**src/rtl/axil_regbank_pkg.sv**
```systemverilog
// Shared definitions for the AXI4-Lite accelerator register bank: register
// offsets inside a channel's 0x20 window, response codes and FSM state types.
package axil_regbank_pkg;

  localparam logic [4:0] OFS_AP_CTRL   = 5'h00;
  localparam logic [4:0] OFS_IER       = 5'h04;
  localparam logic [4:0] OFS_ISR       = 5'h08;
  localparam logic [4:0] OFS_RD_BASE   = 5'h10;
  localparam logic [4:0] OFS_WR_BASE   = 5'h14;
  localparam logic [4:0] OFS_IN_BYTES  = 5'h18;
  localparam logic [4:0] OFS_OUT_BYTES = 5'h1C;

  localparam logic [1:0] RESP_OKAY   = 2'b00;
  localparam logic [1:0] RESP_SLVERR = 2'b10;

  typedef enum logic [1:0] {W_IDLE, W_EXEC, W_RESP} w_state_e;
  typedef enum logic {R_IDLE, R_RESP} r_state_e;

  function automatic logic ofs_mapped(input logic [4:0] ofs);
    return ofs inside {OFS_AP_CTRL, OFS_IER, OFS_ISR, OFS_RD_BASE,
                       OFS_WR_BASE, OFS_IN_BYTES, OFS_OUT_BYTES};
  endfunction

  function automatic logic [31:0] apply_strb(input logic [31:0] old_v,
                                             input logic [31:0] new_v,
                                             input logic [3:0]  strb);
    logic [31:0] res;
    for (int b = 0; b < 4; b++)
      res[8*b +: 8] = strb[b] ? new_v[8*b +: 8] : old_v[8*b +: 8];
    return res;
  endfunction

endpackage

```
**src/rtl/axil_ch_regs.sv**
```systemverilog
// Register set of one accelerator channel: ap_ctrl start/done/idle, interrupt
// enable/status and the four DDR descriptor words.
module axil_ch_regs
  import axil_regbank_pkg::*;
(
  input  logic        clk_i,
  input  logic        rst_i,
  input  logic        we_i,
  input  logic [4:0]  wofs_i,
  input  logic [31:0] wdata_i,
  input  logic [3:0]  wstrb_i,
  input  logic [4:0]  rofs_i,
  input  logic        rd_clr_i,
  input  logic        ap_start_done_i,
  input  logic        ap_ready_i,
  input  logic        ap_done_i,
  output logic        start_o,
  output logic        irq_o,
  output logic [31:0] rd_base_o,
  output logic [31:0] wr_base_o,
  output logic [31:0] in_bytes_o,
  output logic [31:0] out_bytes_o,
  output logic [31:0] rdata_o
);

  logic start_q, start_d, idle_q, idle_d, done_q, done_d;
  logic ier_q, ier_d, isr_q, isr_d;
  logic [31:0] rd_base_q, rd_base_d, wr_base_q, wr_base_d;
  logic [31:0] in_bytes_q, in_bytes_d, out_bytes_q, out_bytes_d;
  logic ctrl_wr;

  assign ctrl_wr = we_i && (wofs_i == OFS_AP_CTRL) && wstrb_i[0];

  // Later assignments win: software start beats start_done, hardware done beats clears.
  always_comb begin
    start_d     = start_q;
    idle_d      = idle_q;
    done_d      = done_q;
    ier_d       = ier_q;
    isr_d       = isr_q;
    rd_base_d   = rd_base_q;
    wr_base_d   = wr_base_q;
    in_bytes_d  = in_bytes_q;
    out_bytes_d = out_bytes_q;
    if (ap_start_done_i) start_d = 1'b0;
    if (ctrl_wr) start_d = wdata_i[0];
    if (ap_done_i) idle_d = 1'b1;
    if (ctrl_wr && wdata_i[0]) idle_d = 1'b0;
    if (rd_clr_i) done_d = 1'b0;
    if (ap_done_i) done_d = 1'b1;
    if (we_i && (wofs_i == OFS_IER) && wstrb_i[0]) ier_d = wdata_i[0];
    if (we_i && (wofs_i == OFS_ISR) && wstrb_i[0] && wdata_i[0]) isr_d = 1'b0;
    if (ap_done_i) isr_d = 1'b1;
    if (we_i) begin
      case (wofs_i)
        OFS_RD_BASE:   rd_base_d   = apply_strb(rd_base_q, wdata_i, wstrb_i);
        OFS_WR_BASE:   wr_base_d   = apply_strb(wr_base_q, wdata_i, wstrb_i);
        OFS_IN_BYTES:  in_bytes_d  = apply_strb(in_bytes_q, wdata_i, wstrb_i);
        OFS_OUT_BYTES: out_bytes_d = apply_strb(out_bytes_q, wdata_i, wstrb_i);
        default: ;
      endcase
    end
  end

  always_ff @(posedge clk_i or posedge rst_i) begin
    if (rst_i) begin
      start_q     <= 1'b0;
      idle_q      <= 1'b1;
      done_q      <= 1'b0;
      ier_q       <= 1'b0;
      isr_q       <= 1'b0;
      rd_base_q   <= '0;
      wr_base_q   <= '0;
      in_bytes_q  <= '0;
      out_bytes_q <= '0;
    end else begin
      start_q     <= start_d;
      idle_q      <= idle_d;
      done_q      <= done_d;
      ier_q       <= ier_d;
      isr_q       <= isr_d;
      rd_base_q   <= rd_base_d;
      wr_base_q   <= wr_base_d;
      in_bytes_q  <= in_bytes_d;
      out_bytes_q <= out_bytes_d;
    end
  end

  always_comb begin
    case (rofs_i)
      OFS_AP_CTRL:   rdata_o = {28'h0, ap_ready_i, idle_q, done_q, start_q};
      OFS_IER:       rdata_o = {31'h0, ier_q};
      OFS_ISR:       rdata_o = {31'h0, isr_q};
      OFS_RD_BASE:   rdata_o = rd_base_q;
      OFS_WR_BASE:   rdata_o = wr_base_q;
      OFS_IN_BYTES:  rdata_o = in_bytes_q;
      OFS_OUT_BYTES: rdata_o = out_bytes_q;
      default:       rdata_o = '0;
    endcase
  end

  assign start_o     = start_q;
  assign irq_o       = ier_q & isr_q;
  assign rd_base_o   = rd_base_q;
  assign wr_base_o   = wr_base_q;
  assign in_bytes_o  = in_bytes_q;
  assign out_bytes_o = out_bytes_q;

endmodule

```
**src/rtl/s_axilite_regbank.sv**
```systemverilog
// AXI4-Lite slave register bank: write/read FSMs, address decode and read mux
// in front of one axil_ch_regs instance per accelerator channel.
module s_axilite_regbank
  import axil_regbank_pkg::*;
#(
  parameter int                      C_ADDR_WIDTH = 32,
  parameter int                      C_DATA_WIDTH = 32,
  parameter logic [C_ADDR_WIDTH-1:0] C_BASE_ADDR  = 32'hA000_0000,
  parameter int                      C_CHANNELS   = 4
) (
  input  logic                         I_aclk,
  input  logic                         I_arst,
  input  logic [C_ADDR_WIDTH-1:0]      I_lite_awaddr,
  input  logic                         I_lite_awvalid,
  output logic                         O_lite_awready,
  input  logic [C_DATA_WIDTH-1:0]      I_lite_wdata,
  input  logic [C_DATA_WIDTH/8-1:0]    I_lite_wstrb,
  input  logic                         I_lite_wvalid,
  output logic                         O_lite_wready,
  output logic [1:0]                   O_lite_bresp,
  output logic                         O_lite_bvalid,
  input  logic                         I_lite_bready,
  input  logic [C_ADDR_WIDTH-1:0]      I_lite_araddr,
  input  logic                         I_lite_arvalid,
  output logic                         O_lite_arready,
  output logic [C_DATA_WIDTH-1:0]      O_lite_rdata,
  output logic [1:0]                   O_lite_rresp,
  output logic                         O_lite_rvalid,
  input  logic                         I_lite_rready,
  output logic [C_CHANNELS-1:0]        O_start,
  input  logic [C_CHANNELS-1:0]        I_ap_start_done,
  input  logic [C_CHANNELS-1:0]        I_ap_ready,
  input  logic [C_CHANNELS-1:0]        I_ap_done,
  output logic [32*C_CHANNELS-1:0]     O_ddr_rd_addr,
  output logic [32*C_CHANNELS-1:0]     O_ddr_wr_addr,
  output logic [32*C_CHANNELS-1:0]     O_in_data_bytes,
  output logic [32*C_CHANNELS-1:0]     O_out_data_bytes,
  output logic                         O_irq
);

  function automatic logic addr_hit(input logic [C_ADDR_WIDTH-1:0] a);
    return (a[C_ADDR_WIDTH-1:12] == C_BASE_ADDR[C_ADDR_WIDTH-1:12]) &&
           (int'(32'(a[11:5])) < C_CHANNELS) && ofs_mapped({a[4:2], 2'b00});
  endfunction

  w_state_e                  wstate_q;
  r_state_e                  rstate_q;
  logic                      awready_q, wready_q, aw_have_q, w_have_q, bvalid_q;
  logic                      arready_q, rvalid_q, irq_q;
  logic [1:0]                bresp_q, rresp_q;
  logic [C_ADDR_WIDTH-1:0]   awaddr_q;
  logic [C_DATA_WIDTH-1:0]   wdata_q, rdata_q;
  logic [C_DATA_WIDTH/8-1:0] wstrb_q;
  logic                      aw_fire, w_fire, aw_got, w_got, ar_fire;
  logic                      w_hit, r_hit, wr_commit, rd_clr;
  logic [4:0]                w_ofs, r_ofs;
  logic [31:0]               ch_rdata [C_CHANNELS];
  logic [31:0]               rd_sel;
  logic [C_CHANNELS-1:0]     irq_src;
  logic                      unused_addr_bits;

  assign aw_fire   = awready_q & I_lite_awvalid;
  assign w_fire    = wready_q & I_lite_wvalid;
  assign aw_got    = aw_have_q | aw_fire;
  assign w_got     = w_have_q | w_fire;
  assign ar_fire   = arready_q & I_lite_arvalid;
  assign w_hit     = addr_hit(awaddr_q);
  assign r_hit     = addr_hit(I_lite_araddr);
  assign w_ofs     = {awaddr_q[4:2], 2'b00};
  assign r_ofs     = {I_lite_araddr[4:2], 2'b00};
  assign wr_commit = (wstate_q == W_EXEC) && w_hit;
  assign rd_clr    = ar_fire && r_hit && (r_ofs == OFS_AP_CTRL);
  assign unused_addr_bits = ^{awaddr_q[1:0], I_lite_araddr[1:0]};

  // AW and W are captured independently; the commit cycle starts once both are held.
  always_ff @(posedge I_aclk or posedge I_arst) begin
    if (I_arst) begin
      wstate_q  <= W_IDLE;
      awready_q <= 1'b0;
      wready_q  <= 1'b0;
      aw_have_q <= 1'b0;
      w_have_q  <= 1'b0;
      bvalid_q  <= 1'b0;
      bresp_q   <= RESP_OKAY;
      awaddr_q  <= '0;
      wdata_q   <= '0;
      wstrb_q   <= '0;
    end else begin
      case (wstate_q)
        W_IDLE: begin
          if (aw_fire) awaddr_q <= I_lite_awaddr;
          if (w_fire) begin
            wdata_q <= I_lite_wdata;
            wstrb_q <= I_lite_wstrb;
          end
          if (aw_got && w_got) begin
            wstate_q  <= W_EXEC;
            aw_have_q <= 1'b0;
            w_have_q  <= 1'b0;
            awready_q <= 1'b0;
            wready_q  <= 1'b0;
          end else begin
            aw_have_q <= aw_got;
            w_have_q  <= w_got;
            awready_q <= ~aw_got;
            wready_q  <= ~w_got;
          end
        end
        W_EXEC: begin
          wstate_q <= W_RESP;
          bvalid_q <= 1'b1;
          bresp_q  <= w_hit ? RESP_OKAY : RESP_SLVERR;
        end
        W_RESP: begin
          if (I_lite_bready) begin
            wstate_q  <= W_IDLE;
            bvalid_q  <= 1'b0;
            awready_q <= 1'b1;
            wready_q  <= 1'b1;
          end
        end
        default: wstate_q <= W_IDLE;
      endcase
    end
  end

  always_comb begin
    rd_sel = '0;
    for (int n = 0; n < C_CHANNELS; n++)
      if (I_lite_araddr[11:5] == 7'(n)) rd_sel = ch_rdata[n];
  end

  always_ff @(posedge I_aclk or posedge I_arst) begin
    if (I_arst) begin
      rstate_q  <= R_IDLE;
      arready_q <= 1'b0;
      rvalid_q  <= 1'b0;
      rdata_q   <= '0;
      rresp_q   <= RESP_OKAY;
    end else begin
      case (rstate_q)
        R_IDLE: begin
          if (ar_fire) begin
            rstate_q  <= R_RESP;
            arready_q <= 1'b0;
            rvalid_q  <= 1'b1;
            rdata_q   <= r_hit ? rd_sel : '0;
            rresp_q   <= r_hit ? RESP_OKAY : RESP_SLVERR;
          end else begin
            arready_q <= 1'b1;
          end
        end
        R_RESP: begin
          if (I_lite_rready) begin
            rstate_q  <= R_IDLE;
            rvalid_q  <= 1'b0;
            arready_q <= 1'b1;
          end
        end
        default: rstate_q <= R_IDLE;
      endcase
    end
  end

  always_ff @(posedge I_aclk or posedge I_arst) begin
    if (I_arst) irq_q <= 1'b0;
    else        irq_q <= |irq_src;
  end

  for (genvar n = 0; n < C_CHANNELS; n++) begin : g_ch
    axil_ch_regs u_regs (
      .clk_i           (I_aclk),
      .rst_i           (I_arst),
      .we_i            (wr_commit && (awaddr_q[11:5] == 7'(n))),
      .wofs_i          (w_ofs),
      .wdata_i         (wdata_q),
      .wstrb_i         (wstrb_q),
      .rofs_i          (r_ofs),
      .rd_clr_i        (rd_clr && (I_lite_araddr[11:5] == 7'(n))),
      .ap_start_done_i (I_ap_start_done[n]),
      .ap_ready_i      (I_ap_ready[n]),
      .ap_done_i       (I_ap_done[n]),
      .start_o         (O_start[n]),
      .irq_o           (irq_src[n]),
      .rd_base_o       (O_ddr_rd_addr[32*n +: 32]),
      .wr_base_o       (O_ddr_wr_addr[32*n +: 32]),
      .in_bytes_o      (O_in_data_bytes[32*n +: 32]),
      .out_bytes_o     (O_out_data_bytes[32*n +: 32]),
      .rdata_o         (ch_rdata[n])
    );
  end

  assign O_lite_awready = awready_q;
  assign O_lite_wready  = wready_q;
  assign O_lite_bvalid  = bvalid_q;
  assign O_lite_bresp   = bresp_q;
  assign O_lite_arready = arready_q;
  assign O_lite_rvalid  = rvalid_q;
  assign O_lite_rdata   = rdata_q;
  assign O_lite_rresp   = rresp_q;
  assign O_irq          = irq_q;

endmodule
```
**config.mk**
```make
export PLATFORM = sky130hd
export DESIGN_NAME = s_axilite_regbank
export DESIGN_NICKNAME = d
export VERILOG_FILES = /design/src/rtl/axil_regbank_pkg.sv /design/src/rtl/axil_ch_regs.sv /design/src/rtl/s_axilite_regbank.sv
export SDC_FILE = /design/constraint.sdc
export NUM_CORES = 1
export LEC_CHECK = 0
export CAP_MARGIN = 25
export CORE_AREA = 2 2 266 268
export DETAILED_ROUTE_END_ITERATION = 16
export DIE_AREA = 0 0 268 270
export PLACE_DENSITY = 0.78
export SLEW_MARGIN = 15
export SYNTH_ARGS = -nofsm -noshare
export SYNTH_HDL_FRONTEND = slang
export SYNTH_SLANG_ARGS = --single-unit
```
**constraint.sdc**
```tcl
create_clock -name I_aclk -period 32.2 [get_ports I_aclk]
set_input_delay 6.44 -clock I_aclk [delete_from_list [all_inputs] [get_ports I_aclk]]
set_output_delay 6.44 -clock I_aclk [all_outputs]
set_load 0.02 [all_outputs]
```
; Word level (Yosys, flattened, before mapping)
; Cells that the tools add are included.
[totals]
reg_bits = 647
latch_bits = 0
mem_bits_rw = 0
romBits = 0
in_bits = 119
output_inout_bits = 558
elab_cells = 351
n_memories = 0
[classes]
n_addsub = 0
multipliers = 0
div = 0
n_lt_le_gt_ge = 2
n_eq_ne = 26
shift = 0
n_mux = 64
bitwise_logic = 12
reduce_logical = 147
[ops]
columns = op, n
row1 = case mux 32 bit (7 select lines), 4
row2 = AND reduction 3 bit, 64
row3 = 2-to-1 mux 32 bit, 5
row4 = logical AND 1 bit, 48
row5 = 2-to-1 mux 1 bit, 44
row6 = "equality test 20 bit, second input constant", 2
row7 = nonzero test 2 bit, 18
row8 = "equality test 7 x 2 -> 1 bit, second input constant", 4
row9 = "equality test 3 bit, second input constant", 8
row10 = "equality test 7 x 1 -> 1 bit, second input constant", 2
row11 = logical NOT 7 bit, 2
row12 = "less-than comparator 7 x 3 -> 1 bit, second input constant", 2
row13 = AND reduction 2 bit, 7
row14 = nonzero test 7 bit, 2
row15 = case mux 1 bit (2 select lines), 6
row16 = logical NOT 5 bit, 2
row17 = 2-to-1 mux 2 bit, 4
row18 = "inequality test 2 bit, second input constant", 4
row19 = AND 1 bit, 7
row20 = "equality test 3 x 1 -> 1 bit, second input constant", 2
row21 = "equality test 3 x 2 -> 1 bit, second input constant", 2
row22 = logical NOT 3 bit, 2
row23 = case mux 2 bit (3 select lines), 1
row24 = OR reduction 4 bit, 1
row25 = 5 further kinds, 8

; Longest topological paths before layout
[logic_depth]
word_depth = 10
mapped_depth = 9
ltp_nobuf = 5

; Cells and area by module
; From an unflattened synthesis, not the netlist that was laid out.
[hier_totals]
cells_unflattened = 2300
hier_area_um2 = 30390.4
[modules_own_cells]
columns = module, n_inst, cells_per_inst, area_per_inst_um2, seq_area_each_um2
row1 = axil_ch_regs, 4, 447, 6183.4, 3329.4
row2 = s_axilite_regbank, 1, 512, 5656.7, 2777.7

; Least setup slack after synthesis
; OpenSTA, ideal clock, no wires.
[synth_timing]
path_type = input to register
startpoint = in I_lite_araddr[2]
endpoint = reg rdata_q[4], in the netlist O_lite_rdata[4]
setup_time_ps = 121
arrival_ps = 8024
required_time_ps = 32079
path_slack_ps = 24055
stages = 5
path_buffers = 2
path_cell_list = buf_4 > buf_2 > mux4_2 > mux4_2 > a22o_1
[synth_between]
elab_chain_len = 7
elab_cells_between_ends = 19
classes_between = 6 x eq/ne / 9 x mux / 4 x reduce/logical
[synth_lines]
columns = element, line_no
row1 = from (decl), s_axilite_regbank.sv:23  ; input logic [C_ADDR_WIDTH-1:0] I_lite_araddr,
row2 = "equality test 3 bit, or another cell as far along", "axil_regbank_pkg.sv:20, axil_ch_regs.sv:90"
row3 = case mux 32 bit (7 select lines), axil_ch_regs.sv:90  ; case (rofs_i)
row4 = 2-to-1 mux 32 bit (4 in series), s_axilite_regbank.sv:130  ; if (I_lite_araddr[11:5] == 7'(n)) rd_sel = ch_rdata[n];
row5 = 2-to-1 mux 32 bit *, s_axilite_regbank.sv:147  ; rdata_q <= r_hit ? rd_sel : '0;
row6 = to (signal assigned), s_axilite_regbank.sv:147
row7 = to (decl), s_axilite_regbank.sv:52  ; logic [C_DATA_WIDTH-1:0] wdata_q, rdata_q;
; Every way passes the cells marked *; elsewhere a longest branch is shown, timed or not.
; A chain may end at the register's enable or synchronous reset.

; Final worst setup path
[layout_timing]
startpoint = in I_lite_araddr[2]
endpoint = reg rdata_q[31], in the netlist O_lite_rdata[31]
; The elaborated chain is that of the path after synthesis.

==> out/qor.txt <==
HPWL after DPL -> 77000 um
fillers -> 5510
Max FO, Critical Path -> 42
HP Class -> register to register
Post-CTS Setup Repair Bufs -> 0
Placement Setup Slack -> 22.02 ns
final-stage net count -> 2847
# hold bufs at CTS -> 0
Post-Syn Instances -> 2091
Worst Path Required -> 32.75 ns
vias in the first global route -> 22944
synthesized cell area -> 29200 um^2
Synth Register Bits -> 643
H-tree levels -> 3
clock sinks -> 643
clock buffer depth -> 3
post-route setup slack -> 22.90 ns
PostCTS Resize Cnt -> 0
register area share after synthesis -> 0.551
Core Util, Final -> 0.564
Final Hold Fails -> 0
die height -> 270 um
fraction of registers with async set/reset -> 1.00
CP endpoint kind -> register
area grow syn2layout -> 34.4%
Detail Route Antenna Nets -> 0
share of cells above drive strength 1 -> 0.285
Top FF cell, synth -> dfrtp_1
Pre-antenna DRT Iters -> 5
outcome -> completed
critical path type -> input port to register
vias -> 22120
total power -> 2.05 mW
die width -> 268 um
final setup TNS -> 0 ns
CTS root buf -> clkbuf_16
core region area -> 69500 um^2
worst endpoint data arrival time -> 9.85 ns
warning count from the yosys run -> 0
WL/cell -> 29.8 um
Max-slew headroom -> 0.263
TritonCTS Buffers -> 73
max-slew violations -> 0
power per cell area -> 52.1 nW/um^2
Comb pwr share -> 0.113
cell row count -> 97
IO Port Bufs -> 670
die area -> 72400 um^2
clock skew -> 0.0294 ns
largest net degree at the start of global routing -> 194
Max Cap Viol -> 0
RSZ-0062 raised after global routing -> no
total track usage -> 0.304
post-synth cell types -> 69
TritonCTS clock tree -> built
min Tclk post-route -> 9.30 ns
total wire length -> 111000 um
highest-count cells in the layout ignoring fill and taps -> clkdlybuf4s50_1, dfrtp_1, mux2_2
final period utilization -> 0.289
Sequential Power Share -> 0.480
P_leak -> 17.9 nW
internal power -> 1.43 mW
most common cell after layout, fill and taps aside -> clkdlybuf4s50_1
first-pass GRT wire length -> 161000 um
clk slew on worst S/H paths -> 0.06 ns
Psw -> 615 uW
drt drc -> 0
initial antenna violation count -> 4
routability cong. -> 0.898
Fmax -> 0.108 GHz
Initial DRC Count -> 2153
CP Launch Type -> input port
# setup viols final -> 0
I/O pins -> 677
share of total power in the clock network -> 0.407
Clock Latency Late Sink -> 0.63 ns
maximum VDD drop -> 0.0353 mV
Starting Density -> 0.420
Congestion Overflow GR -> 0
switching share of total power -> 0.301
Worst-Margin Slew -> 1.10 ns
EDFF count, synth -> 0
vias per cell -> 5.94
Avg Cell Area, Syn -> 14.0 um^2
==> Yosys cell counts (all sizes together), types with 2 or more instances <==
master | number | area [um^2]
o31ai | 4 | 30.0
a221oi | 42 | 368
dfrtp | 639 | 16000
a211o | 11 | 96.3
and4 | 3 | 26.3
a21o | 14 | 105
a2111oi | 6 | 60.1
a22o | 15 | 131
mux4 | 57 | 1280
nor2 | 67 | 254
nand3 | 5 | 25.0
mux2 | 610 | 6870
a32o | 2 | 20.0
inv | 9 | 33.8
and3 | 20 | 125
nor2b | 5 | 31.3
nor4b | 3 | 32.5
nand4 | 2 | 18.8
nand2b | 9 | 56.3
a31oi | 11 | 68.8
o21a | 3 | 22.5
nor3b | 2 | 15.0
o22ai | 3 | 18.8
and2 | 8 | 50.1
nand2 | 123 | 544
buf | 67 | 364
a22oi | 9 | 67.6
mux2i | 71 | 711
o21bai | 3 | 22.5
nor4bb | 2 | 20.0
o221ai | 2 | 17.5
nor4 | 13 | 106
o21ai | 37 | 185
clkbuf | 76 | 285
a311oi | 2 | 17.5
or2 | 2 | 12.5
o2bb2ai | 39 | 342
a21oi | 43 | 215
a211oi | 6 | 45.0
dfstp | 4 | 105
a221o | 6 | 60.1
nor3 | 24 | 243
==> cell type report <==
cell class,instances,area (um^2),area share
antenna,3,7.51,0.000191
multi-input combinational,1296,12500,0.318
inverter,10,45.0,0.00115
tap,940,1180,0.0300
sequential,643,16100,0.410
clock inverter,24,313,0.00797
clock buffer,104,2080,0.0531
timing repair buffer,704,7040,0.179
==> sequential cells by signal (all words and copies together) (netlist names), 2 cells and up <==
register and count:
g_ch.u_regs.rd_base_o 128, awaddr_q 30, g_ch.u_regs.done_q 4, wstrb_q 4, wstate_q 2, g_ch.u_regs.wr_base_o 128
g_ch.u_regs.isr_q 4, g_ch.u_regs.in_bytes_o 128, g_ch.u_regs.start_o 4, g_ch.u_regs.ier_q 4, O_lite_rdata 32, g_ch.u_regs.idle_q 4
wdata_q 32, g_ch.u_regs.out_bytes_o 128
==> worst max-delay path, stage by stage <==
cell	delay [ns]
buf_6	0.29
buf_4	0.56
buf_4	0.67
and3b_2	0.33
buf_4	0.42
a21oi_1	0.13
a2111oi_0	0.71
a21o_1	0.14
==> worst paths after layout <==
path | startpoint | endpoint | slack [ns] | depth (start not counted)
max | I_lite_araddr[2] | O_lite_rdata[31]$_DFFE_PP0P_ | 22.90 | 8
min | O_lite_rdata[5]$_DFFE_PP0P_ | O_lite_rdata[5]$_DFFE_PP0P_ | 0.49 | 2
max reg2reg | awaddr_q[26]$_DFFE_PP0P_ | g_ch[2].u_regs.rd_base_o[14]$_DFFE_PP0P_ | 28.74 | 6
min reg2reg | O_lite_rdata[5]$_DFFE_PP0P_ | O_lite_rdata[5]$_DFFE_PP0P_ | 0.49 | 2
max in group asynchronous | I_arst | g_ch[3].u_regs.out_bytes_o[9]$_DFFE_PP0P_ | 22.98 | 7
min in group asynchronous | I_arst | g_ch[2].u_regs.rd_base_o[30]$_DFFE_PP0P_ | 6.37 | 2
==> layer usage <==
layer / up-vias / wire (um) / share of wire / GRT usage
li1: 9095 / - / - / -
met1: 11524 / 42200 / 0.38 / 0.374
met2: 1188 / 53200 / 0.48 / 0.492
met3: 313 / 9190 / 0.083 / 0.0801
met4: 0 / 6460 / 0.058 / 0.154
met5: - / 0 / 0 / 0
==> metrics by stage <==
stage	area, um^2	std cells	hold slack, ns
global placement	36800	3589	0.458
global route	39200	3723	0.499
finish	39200	3724	0.490
floorplan	29200	2092	0.445
CTS	39200	3719	0.486
detailed placement	36800	3591	0.465
==> cells by family (layout without fill, tap and decap cells) <==
group / after synthesis / after routing / synth area share
muxes: 738 / 738 / 0.304
buffers and inverters: 153 / 842 / 0.0235
AOI/OAI and AO/OA: 264 / 264 / 0.0669
DFF: 643 / 643 / 0.551
and+or+nand+nor: 292 / 292 / 0.0545
other: 1 / 5 / 0.000128
==> power by group through the flow <==
stage / sequential (mW) / combinational, mW / clock (mW)
final: 0.983 / 0.231 / 0.832
after floorplan: 0.914 / 0.194 / 0
after global routing: 0.995 / 0.246 / 0.877
after global placement: 0.987 / 0.224 / 0
after detailed placement: 0.995 / 0.232 / 0
after CTS: 0.980 / 0.233 / 0.839
(Power assumes the default switching activity.)
